$ cat config.mk
export PLATFORM = sky130hd
export DESIGN_NAME = ahb_wishbone_bridge
export DESIGN_NICKNAME = d
export VERILOG_FILES = /design/src/rtl/ahb_wishbone_bridge.sv
export SDC_FILE = /design/constraint.sdc
export NUM_CORES = 1
export LEC_CHECK = 0
export CORE_MARGIN = 2
export CORE_UTILIZATION = 44
export CTS_CLUSTER_SIZE = 14
export DETAILED_ROUTE_END_ITERATION = 10
export PLACE_DENSITY_LB_ADDON = 0.05
export RECOVER_POWER = 25
export SETUP_SLACK_MARGIN = 0.5
export SYNTH_ARGS = -nofsm -noshare
export SYNTH_HDL_FRONTEND = slang
export SYNTH_SLANG_ARGS = --single-unit
$ cat constraint.sdc
create_clock -name clk -period 2 [get_ports clk]
set_input_delay 0.4 -clock clk [delete_from_list [all_inputs] [get_ports clk]]
set_output_delay 0.4 -clock clk [all_outputs]
set_load 0.005 [all_outputs]
$ cat src/rtl/ahb_wishbone_bridge.sv
// AHB-Lite responder that turns one AHB transfer at a time into one classic Wishbone access,
// stretching the data phase until ack and signalling ERROR on illegal transfers or timeout.
module ahb_wishbone_bridge #(
  parameter int unsigned TIMEOUT_CYCLES = 1024,
  parameter int unsigned ADDR_WIDTH     = 32
) (
  input  logic                  clk,
  input  logic                  rst,
  input  logic [ADDR_WIDTH-1:0] haddr,
  input  logic                  hwrite,
  input  logic [1:0]            htrans,
  input  logic [2:0]            hsize,
  input  logic [31:0]           hwdata,
  output logic                  hready,
  output logic                  hresp,
  output logic [31:0]           hrdata,
  output logic                  wb_cyc,
  output logic                  wb_stb,
  output logic                  wb_we,
  output logic [ADDR_WIDTH-1:0] wb_addr,
  output logic [3:0]            wb_sel,
  output logic [31:0]           wb_data_out,
  input  logic [31:0]           wb_data_in,
  input  logic                  wb_ack
);

  localparam int unsigned CntW = (TIMEOUT_CYCLES > 1) ? $clog2(TIMEOUT_CYCLES) : 1;
  localparam logic [CntW-1:0] CntMax = CntW'(TIMEOUT_CYCLES - 1);

  typedef enum logic [2:0] {StIdle, StSetup, StWait, StDone, StErr1, StErr2} state_e;

  state_e                state_q, state_d;
  logic [ADDR_WIDTH-1:0] addr_q, addr_d;
  logic                  write_q, write_d;
  logic [1:0]            size_q, size_d;
  logic [CntW-1:0]       cnt_q, cnt_d;
  logic [31:0]           hrdata_q, hrdata_d;
  logic                  cyc_q, cyc_d;
  logic                  we_q, we_d;
  logic [ADDR_WIDTH-1:0] wb_addr_q, wb_addr_d;
  logic [3:0]            sel_q, sel_d;
  logic [31:0]           wdata_q, wdata_d;

  logic accept, illegal;
  logic [3:0] sel_calc;
  logic unused_htrans;

  // BUSY and IDLE differ only in htrans[0]; both get a zero-wait OKAY.
  assign unused_htrans = htrans[0];

  assign hrdata      = hrdata_q;
  assign wb_cyc      = cyc_q;
  assign wb_stb      = cyc_q;
  assign wb_we       = we_q;
  assign wb_addr     = wb_addr_q;
  assign wb_sel      = sel_q;
  assign wb_data_out = wdata_q;

  assign accept  = hready & htrans[1];
  assign illegal = (hsize > 3'd2) ||
                   ((hsize == 3'd1) && haddr[0]) ||
                   ((hsize == 3'd2) && (haddr[1:0] != 2'b00));

  always_comb begin
    sel_calc = 4'b1111;
    unique case (size_q)
      2'd0:    sel_calc = 4'b0001 << addr_q[1:0];
      2'd1:    sel_calc = addr_q[1] ? 4'b1100 : 4'b0011;
      default: sel_calc = 4'b1111;
    endcase
  end

  always_comb begin
    hready = 1'b1;
    hresp  = 1'b0;
    unique case (state_q)
      StSetup, StWait: hready = 1'b0;
      StErr1: begin
        hready = 1'b0;
        hresp  = 1'b1;
      end
      StErr2:  hresp = 1'b1;
      default: ;
    endcase
  end

  always_comb begin
    state_d   = state_q;
    addr_d    = addr_q;
    write_d   = write_q;
    size_d    = size_q;
    cnt_d     = cnt_q;
    hrdata_d  = hrdata_q;
    cyc_d     = cyc_q;
    we_d      = we_q;
    wb_addr_d = wb_addr_q;
    sel_d     = sel_q;
    wdata_d   = wdata_q;
    unique case (state_q)
      StIdle, StDone, StErr2: begin
        if (accept) begin
          addr_d  = haddr;
          write_d = hwrite;
          size_d  = hsize[1:0];
          state_d = illegal ? StErr1 : StSetup;
        end else begin
          state_d = StIdle;
        end
      end
      StSetup: begin
        cyc_d     = 1'b1;
        we_d      = write_q;
        wb_addr_d = {addr_q[ADDR_WIDTH-1:2], 2'b00};
        sel_d     = sel_calc;
        wdata_d   = hwdata;
        cnt_d     = '0;
        state_d   = StWait;
      end
      StWait: begin
        if (wb_ack) begin
          cyc_d   = 1'b0;
          we_d    = 1'b0;
          if (!write_q) hrdata_d = wb_data_in;
          state_d = StDone;
        end else if ((TIMEOUT_CYCLES != 0) && (cnt_q == CntMax)) begin
          cyc_d   = 1'b0;
          state_d = StErr1;
        end else begin
          cnt_d = cnt_q + CntW'(1);
        end
      end
      StErr1:  state_d = StErr2;
      default: state_d = StIdle;
    endcase
  end

  always_ff @(posedge clk) begin
    if (rst) begin
      state_q   <= StIdle;
      addr_q    <= '0;
      write_q   <= 1'b0;
      size_q    <= 2'd0;
      cnt_q     <= '0;
      hrdata_q  <= 32'h0;
      cyc_q     <= 1'b0;
      we_q      <= 1'b0;
      wb_addr_q <= '0;
      sel_q     <= 4'h0;
      wdata_q   <= 32'h0;
    end else begin
      state_q   <= state_d;
      addr_q    <= addr_d;
      write_q   <= write_d;
      size_q    <= size_d;
      cnt_q     <= cnt_d;
      hrdata_q  <= hrdata_d;
      cyc_q     <= cyc_d;
      we_q      <= we_d;
      wb_addr_q <= wb_addr_d;
      sel_q     <= sel_d;
      wdata_q   <= wdata_d;
    end
  end

endmodule

Word-level counts from Yosys, hierarchy flattened. Index checks and enable logic that the tools add are counted. Widths: inputs -> output; s select.

Register bits: 148. Output and inout port bits: 105. Input bits: 105. Logic and storage cells: 62.

Magnitude comparators: 1. Mux-type cells: 17. Equality and inequality tests: 13. Reductions and logical operators: 16. $add $sub $neg: 1. Shifts and indexed selects: 1. Bitwise gates (word level): 2.

Operator list (number): $mux 10 (2); $pmux 10 s2 (1); $mux 3 (4); $pmux 3 s4 (1); $add 10x1->10 const B (1); $eq 10x10->1 const B (1); $eq 3x2->1 const B (3); $pmux 4 s2 (1); $eq 3x1->1 const B (2); $eq 3x3->1 const B (2); $ne 2x2->1 const B (3); $reduce_and 2->1 (3); $reduce_and 3->1 (2); $reduce_or 3->1 (2); $mux 1 (5); $mux 4 (1); $pmux 1 s2 (2); $reduce_bool 2->1 (2); $shl 1x2->4 const A (1); $gt 3x2->1 const B (1); $logic_not 3->1 (1); $ne 3x3->1 const B (1); $eq 2x1->1 const B (1); $logic_and 1x1->1 (2); other kinds (5) (6).

Depth between registers and ports, before layout. Gate-level depths: netlist (run 1).

Word-level depth: 7. Mapped depth: 6. Gate-level depth less buffers: 5.

Worst setup path before layout (run 1). No wires, ideal clock.

Path type: reg2out. Start: reg state_q[0]. End: out hready. Cell stages (with the launch flop): 4. Data arrival time: 1.146 ns. Data required time: 1.600 ns. Setup slack: 0.454 ns. Cell sequence: dfxtp_1 > nor3b_2 > clkbuf_1 > nor2_1.

Cells in the longest elaborated chain, start to end: 3. Elaborated cells on any way between the ends: 5. Those cells by class: eq/ne (3); mux (1); reduce/logical (1).

Ends and longest elaborated chain: start, declared (line 32) `state_e state_q, state_d;`; start signal, assigned (line 139) `state_q <= StIdle;`; start signal, assigned (line 151) `state_q <= state_d;`; $eq 3x2->1, or another cell as far along (line 76) `unique case (state_q)`; $reduce_or 3->1 (no source line) (*); $mux 1 (*) (line 76); end, declared (line 14) `output logic hready,`.

Mark *: on every way between the ends. The rest lies on a longest branch, timed or not.

Worst setup path after layout (run 1).
Start: reg state_q[1]. End: reg wdata_q[8] (netlist: wb_data_out[8]).

Cells in the longest elaborated chain, start to end: 1.

Ends and longest elaborated chain: $eq 3x1->1 (line 99) `unique case (state_q)`; end signal, assigned (line 161) `wdata_q <= wdata_d;`; end, declared (line 42) `logic [31:0] wdata_q, wdata_d;`.

No other way between the ends. A chain may end at the register's enable or synchronous reset.

==> flow_metrics.tcl, run 1 <==
set metrics [dict create \
    status "finished clean" \
    leakage_nw 3.80 \
    end_kind "register" \
    synthDistinctLibCells 47 \
    synth_xor_area_frac 0.00155 \
    top_usage_layer "met2" \
    rsz0062_at_grt "yes" \
    cp_max_fo 27 \
    period_minus_slack_ns 1.75 \
    ir_drop_mv 0.609 \
    drt_wl_total_um 19700 \
    async_flop_share 0 \
    crit_type "register to register" \
    grt_util_all_layers 0.257 \
    hold_viol 0 \
    worstMarginPinSlew_ns 0.859 \
    critPathArrivalTime_ns 2.09 \
    hp-start "addr_q[23]$_SDFFE_PP0P_" \
    r2r_setup_slack_ns 0.25 \
    min_path_type "register to register" \
    grt_first_pass_wirelength_um 27400 \
    cap_violations 0 \
    cts_tree "yes" \
    setup_slack_ns 0.252 \
    clockRootBuffer "clkbuf_16" \
    synthCells 699 \
    met3_usage 0.0896 \
    num-fill-cells 928 \
    synth_common_cells "nand2_1 (197), dfxtp_1 (148), a21oi_1 (141)" \
    clockBufferDepth 2 \
    start_util 0.449 \
    die-width_um 117 \
    stdcell_area_um2 9610 \
    timing.fmax_mhz 572 \
    pwr-share-seq 0.357 \
    placed_area_um2 7880 \
    power.switching_w 0.00277 \
    synth.yosys.seq_area_share 0.525 \
    die_y_um 117 \
    cp-start-kind "register" \
    synth_edf_count 0 \
    layout-drive-gt1-share 0.217 \
    power_density_nw_per_um2 972 \
    vias_per_cell 5.41 \
    drv_slew 0 \
    min_path_cells 2 \
    ys_ff_latch 148 \
    wire_per_inst_um 17.7 \
    ctsHoldBuffers 0 \
    coreArea_um2 12600 \
    clk_latency_ns 0.42 \
    utilization 0.764 \
    synth_top_cell_area_share 0.525 \
    regToRegStartpoint "state_q[1]$_SDFFE_PP0P_" \
    synth_top_family_by_area "simple AND/OR/NAND/NOR gates" \
    switching_share 0.296 \
    first_pass_iters 4 \
    drc_errors 0 \
    place_ws_ns 0.0202 \
    rows 41 \
    die-area_um2 13700 \
    finalCritPeriodShare 0.874 \
    relSlewSlack 0.428 \
    synth_mux_area_frac 0 \
    avgSynthCellArea_um2 8.07 \
    drt_iter0_drc 401 \
    numPortBuffers 206 \
    use_met2 0.420 \
    htree_levels 4 \
    final_nets 1036 \
    synth_compound_area_frac 0.204 \
    gp_congestion 0.821 \
    grt_use_met1 0.313 \
    reg2regPathDepth 5 \
    timing.rr.end "wb_data_out[8]$_SDFFE_PP0P_" \
    routed-via-count 6036 \
    syn_area_um2 5640 \
    tns_ns 0 \
    ant_nets 0 \
    grt_pass1_vias 5658 \
    path_clk_slew_ns 0.06 \
    holdPathEnd "wb_addr[23]$_SDFFE_PP0P_" \
    synthAdderAreaFrac 0.00222 \
    yosys-top-cells-area "dfxtp_1 (53%), nand2_1 (13%), a21oi_1 (13%)" \
    overflow 0 \
    p_int_w 0.00657 \
    grt_antenna_before_repair 1 \
    grt_max_degree 55 \
    syn_to_final_growth_pct 70.2 \
    synth_most_common_cell "nand2_1" \
    numCtsBuffers 17 \
    ios 210 \
    cp_data_required_time_ns 2.34 \
    dp_hpwl_um 11100 \
    netlist.top_cell.by_area "dfxtp_1" \
    yosysWarnings 0 \
    clockPowerShare 0.334 \
    combPwrFrac 0.309 \
    ys.flop_type "dfxtp_1" \
    clock_skew_ns 0.00785 \
    cts.sinks 148 \
    synthSimpleGateAreaFrac 0.217 \
    finalSetupViolations 0 \
]
[layer usage]
| layer | wire length, µm | part of all wire |
|---|---|---|
| met5 | 0 | 0 |
| met3 | 1820 | 0.092 |
| met2 | 9530 | 0.48 |
| met1 | 8030 | 0.41 |
| met4 | 337 | 0.017 |
[worst max-delay path by stage]
| stage | from | endpoint | slack, ns | cells past startpoint |
|---|---|---|---|---|
| detailed placement | wb_ack | cnt_q[3]$_SDFFE_PP0P_ | 0.02 | 6 |
| global route | state_q[1]$_SDFFE_PP0P_ | hrdata[26]$_SDFFE_PP0P_ | 0.17 | 7 |
| floorplan | state_q[0]$_SDFFE_PP0P_ | cnt_q[5]$_SDFFE_PP0P_ | 0.49 | 4 |
| finish | state_q[1]$_SDFFE_PP0P_ | wb_data_out[8]$_SDFFE_PP0P_ | 0.25 | 5 |
| CTS | state_q[2]$_SDFFE_PP0P_ | hready | 0.28 | 4 |
| global placement | wb_ack | cnt_q[9]$_SDFFE_PP0P_ | 0.07 | 6 |
[placed cells by master (no fill, tap or decap), types with 7 or more instances in the layout]
cell type,count
a21oi_2,37
clkbuf_16,22
buf_6,13
dlygate4sd2_1,100
dfxtp_2,7
buf_4,27
clkdlybuf4s50_1,102
nand3_1,13
a21oi_1,104
o21ai_0,21
buf_16,9
nand2_1,192
nand3_4,24
nand3_2,11
o21ai_1,20
dfxtp_1,137
[cell type report]
cell class / count / area [µm²] / area share
diodes: 1 / 2.50 / 0.000260
multi-input cells: 493 / 3060 / 0.319
repair buffers: 266 / 2740 / 0.285
clock inverters: 8 / 98.8 / 0.0103
well taps: 172 / 215 / 0.0224
flip-flops and latches: 148 / 2990 / 0.311
inverters: 4 / 15.0 / 0.00156
clock buffers: 24 / 482 / 0.0501
[state kept, by name (all words and copies together), names as in the netlist]
| register | flops |
|---|---|
| size_q | 2 |
| write_q | 1 |
| wb_cyc | 1 |
| wb_data_out | 32 |
| wb_addr | 30 |
| state_q | 3 |
| hrdata | 32 |
| wb_we | 1 |
| cnt_q | 10 |
| wb_sel | 4 |
| addr_q | 32 |
[power by group through the flow]
stage	Clock (W)	Combinational, W	Sequential (W)
2_1_floorplan	0	0.000832	0.00337
3_3_place_gp	0	0.00160	0.00337
3_5_place_dp	0	0.00163	0.00338
4_1_cts	0.00314	0.00229	0.00332
5_1_grt	0.00329	0.00303	0.00336
6_report	0.00312	0.00288	0.00333
[critical path, cell delays in order, from the launching register on]
cell and delay [ns]:
dfxtp_4 0.36, nor3b_4 0.27, clkbuf_1 0.20, clkbuf_2 0.54, nand2_1 0.13, a21oi_1 0.16
[cells by family (layout without fill, tap and decap cells)]
kind of cell,Yosys count,after routing
and+or+nand+nor,275,275
adders and majority gates,1,1
DFF,148,148
xor gates and xnor gates,1,1
other,1,3
AOI/OAI and AO/OA,213,214
buffers and inverters,60,302
[repair_timing]
item                       4_1_cts  5_1_grt
gates cloned                     9        6
setup buffers                   16        7
resized for setup              165      135
pin swaps                        7       75
setup endpoints to repair      245      135
[through the flow]
stage | power (W) | std cells | hold slack (ns)
final | 0.00934 | 1116 | 0.448
after detailed placement | 0.00501 | 1045 | 0.440
after floorplan | 0.00420 | 700 | 0.428
after global routing | 0.00969 | 1115 | 0.466
after CTS | 0.00875 | 1102 | 0.450
after global placement | 0.00496 | 1045 | 0.433
(Power assumes the default switching activity.)
==> run 2, diff against run 1 <==
- CELL_PAD_IN_SITES_DETAIL_PLACEMENT: not set -> 0
- CELL_PAD_IN_SITES_GLOBAL_PLACEMENT: not set -> 1
- CORE_UTILIZATION: 44 -> 31
- CTS_BUF_LIST: not set -> sky130_fd_sc_hd__clkbuf_16
==> run 2 against run 1 <==
  * Worst setup slack worse by 0.0090 ns
  * Clock power down 1%
  * Sequential share of layout area down 2.9 points
  * Global-route usage decreased by 6.2 points
  * Flip-flop and latch count unchanged
  * Combinational power rose by 23%
  * Via count is 1.1% lower
  * Sequential power rose by 1%
  * Wire length grew 7.0%
  * Die area increased by 40%
==> flow_metrics.tcl, run 2 (same netlist as run 1, synthesis figures left out) <==
set metrics [dict create \
    hold_viol 0 \
    path_clk_slew_ns 0.06 \
    end_kind "register" \
    routed-via-count 5969 \
    ctsHoldBuffers 0 \
    clockRootBuffer "clkbuf_16" \
    htree_levels 4 \
    cts.sinks 148 \
    grt_max_degree 48 \
    numCtsBuffers 17 \
    met3_usage 0.0577 \
    overflow 0 \
    status "finished clean" \
    layout-drive-gt1-share 0.327 \
    grt_use_met1 0.267 \
    final_cell_mix "nand2_1 (147), dfxtp_1 (138), clkdlybuf4s50_1 (102), dlygate4sd2_1 (100), a21oi_2 (74)" \
    tns_ns 0 \
    ir_drop_mv 0.741 \
    numPortBuffers 206 \
    worstMarginPinSlew_ns 0.537 \
    final_nets 1062 \
    cp_max_fo 8 \
    clk_latency_ns 0.42 \
    die-area_um2 19300 \
    antennaDiodeCount 0 \
    drc_errors 0 \
    drv_slew 0 \
    rsz0062_at_grt "yes" \
    grt_first_pass_wirelength_um 30400 \
    syn_to_final_growth_pct 87.8 \
    first_pass_iters 6 \
    cp-start-kind "register" \
    wire_per_inst_um 17.6 \
    ios 210 \
    drt_wl_total_um 21100 \
    r2r_setup_slack_ns 0.24 \
    clockBufferDepth 2 \
    top_usage_layer "met2" \
    drt_iter0_drc 208 \
    die_y_um 139 \
    coreArea_um2 17900 \
    min_path_type "register to register" \
    dp_hpwl_um 11000 \
    critPathArrivalTime_ns 2.11 \
    grt_util_all_layers 0.195 \
    utilization 0.592 \
    cap_violations 0 \
    relSlewSlack 0.642 \
    clock_skew_ns 0.00958 \
    start_util 0.315 \
    timing.fmax_mhz 569 \
    grt_antenna_before_repair 0 \
    crit_type "register to register" \
    power_density_nw_per_um2 942 \
    rows 49 \
    die-width_um 139 \
    grt_pass1_vias 5685 \
    gp_congestion 0.759 \
    finalSetupViolations 0 \
    leakage_nw 4.49 \
    cp_data_required_time_ns 2.36 \
    use_met2 0.299 \
    finalCritPeriodShare 0.878 \
    ant_nets 0 \
    vias_per_cell 4.98 \
    period_minus_slack_ns 1.76 \
    cts_tree "yes" \
    layout.cells.most_common "nand2_1" \
]
-- run 2: changes by cell type in the layout (fill, tap and decap cells not counted), sizes merged --
cell,before,now
inv,5,7
clkinv,3,8
clkdlybuf4s15,0,1
o21a,5,4
clkbuf,32,26
diode,1,0
buf,56,81
-- run 2: critical path, cell delays in order, from the launching register on --
cell,delay (ns)
dfxtp_4,0.38
buf_6,0.11
or3b_4,0.40
nor3b_4,0.25
buf_6,0.15
buf_12,0.10
buf_16,0.13
nand2_1,0.07
a21oi_2,0.10
-- run 2: where the power goes --
group | total (W) | switching [W] | internal, W
registers | 0.00337 | 0.000178 | 0.00319
logic | 0.00354 | 0.00165 | 0.00189
clock network | 0.00308 | 0.00126 | 0.00182
total | 0.00999 | 0.00309 | 0.00690
-- run 2: metrics by stage --
step                total power, W  instance area, µm²  hold slack (ns)  worst slack [ns]  std cells
finish                     0.00999               10600            0.449             0.243       1198
global route                0.0104               10600            0.458             0.162       1198
CTS                        0.00913                9350            0.429             0.276       1171
detailed placement         0.00509                8000            0.440            0.0529       1103
global placement           0.00505                8000            0.433            0.0619       1103
floorplan                  0.00420                5660            0.428             0.489        700
-- run 2: per-layer routing --
metal	vias to the layer above	wire length (µm)
li1	2921	-
met5	-	0
met4	0	384
met3	25	1210
met2	163	9700
met1	2860	9820
-- run 2: timing repair --
item / CTS / global route
setup endpoints to repair: 251 / 149
gates resized for setup: 218 / 237
cloned: 12 / 14
setup buffers: 24 / 13
pin swaps: 43 / 131
-- run 2: area by class of cell --
| class | instances | area (µm²) |
|---|---|---|
| inverters | 4 | 15.0 |
| clock inverters | 15 | 141 |
| well taps | 229 | 287 |
| multi-input cells | 492 | 3470 |
| clock buffers | 17 | 425 |
| flip-flops and latches | 148 | 2990 |
| fillers | 1567 | 7300 |
| repair buffers | 293 | 3270 |
-- run 2: path summary, 6_finish.rpt --
kind                                  from                       end  depth (start not counted)
hold / removal    wb_addr[27]$_SDFFE_PP0P_  wb_addr[27]$_SDFFE_PP0P_                          2
hold reg to reg   wb_addr[27]$_SDFFE_PP0P_  wb_addr[27]$_SDFFE_PP0P_                          2
setup reg to reg   state_q[1]$_SDFFE_PP0P_   hrdata[28]$_SDFFE_PP0P_                          8
setup / recovery   state_q[1]$_SDFFE_PP0P_   hrdata[28]$_SDFFE_PP0P_                          8
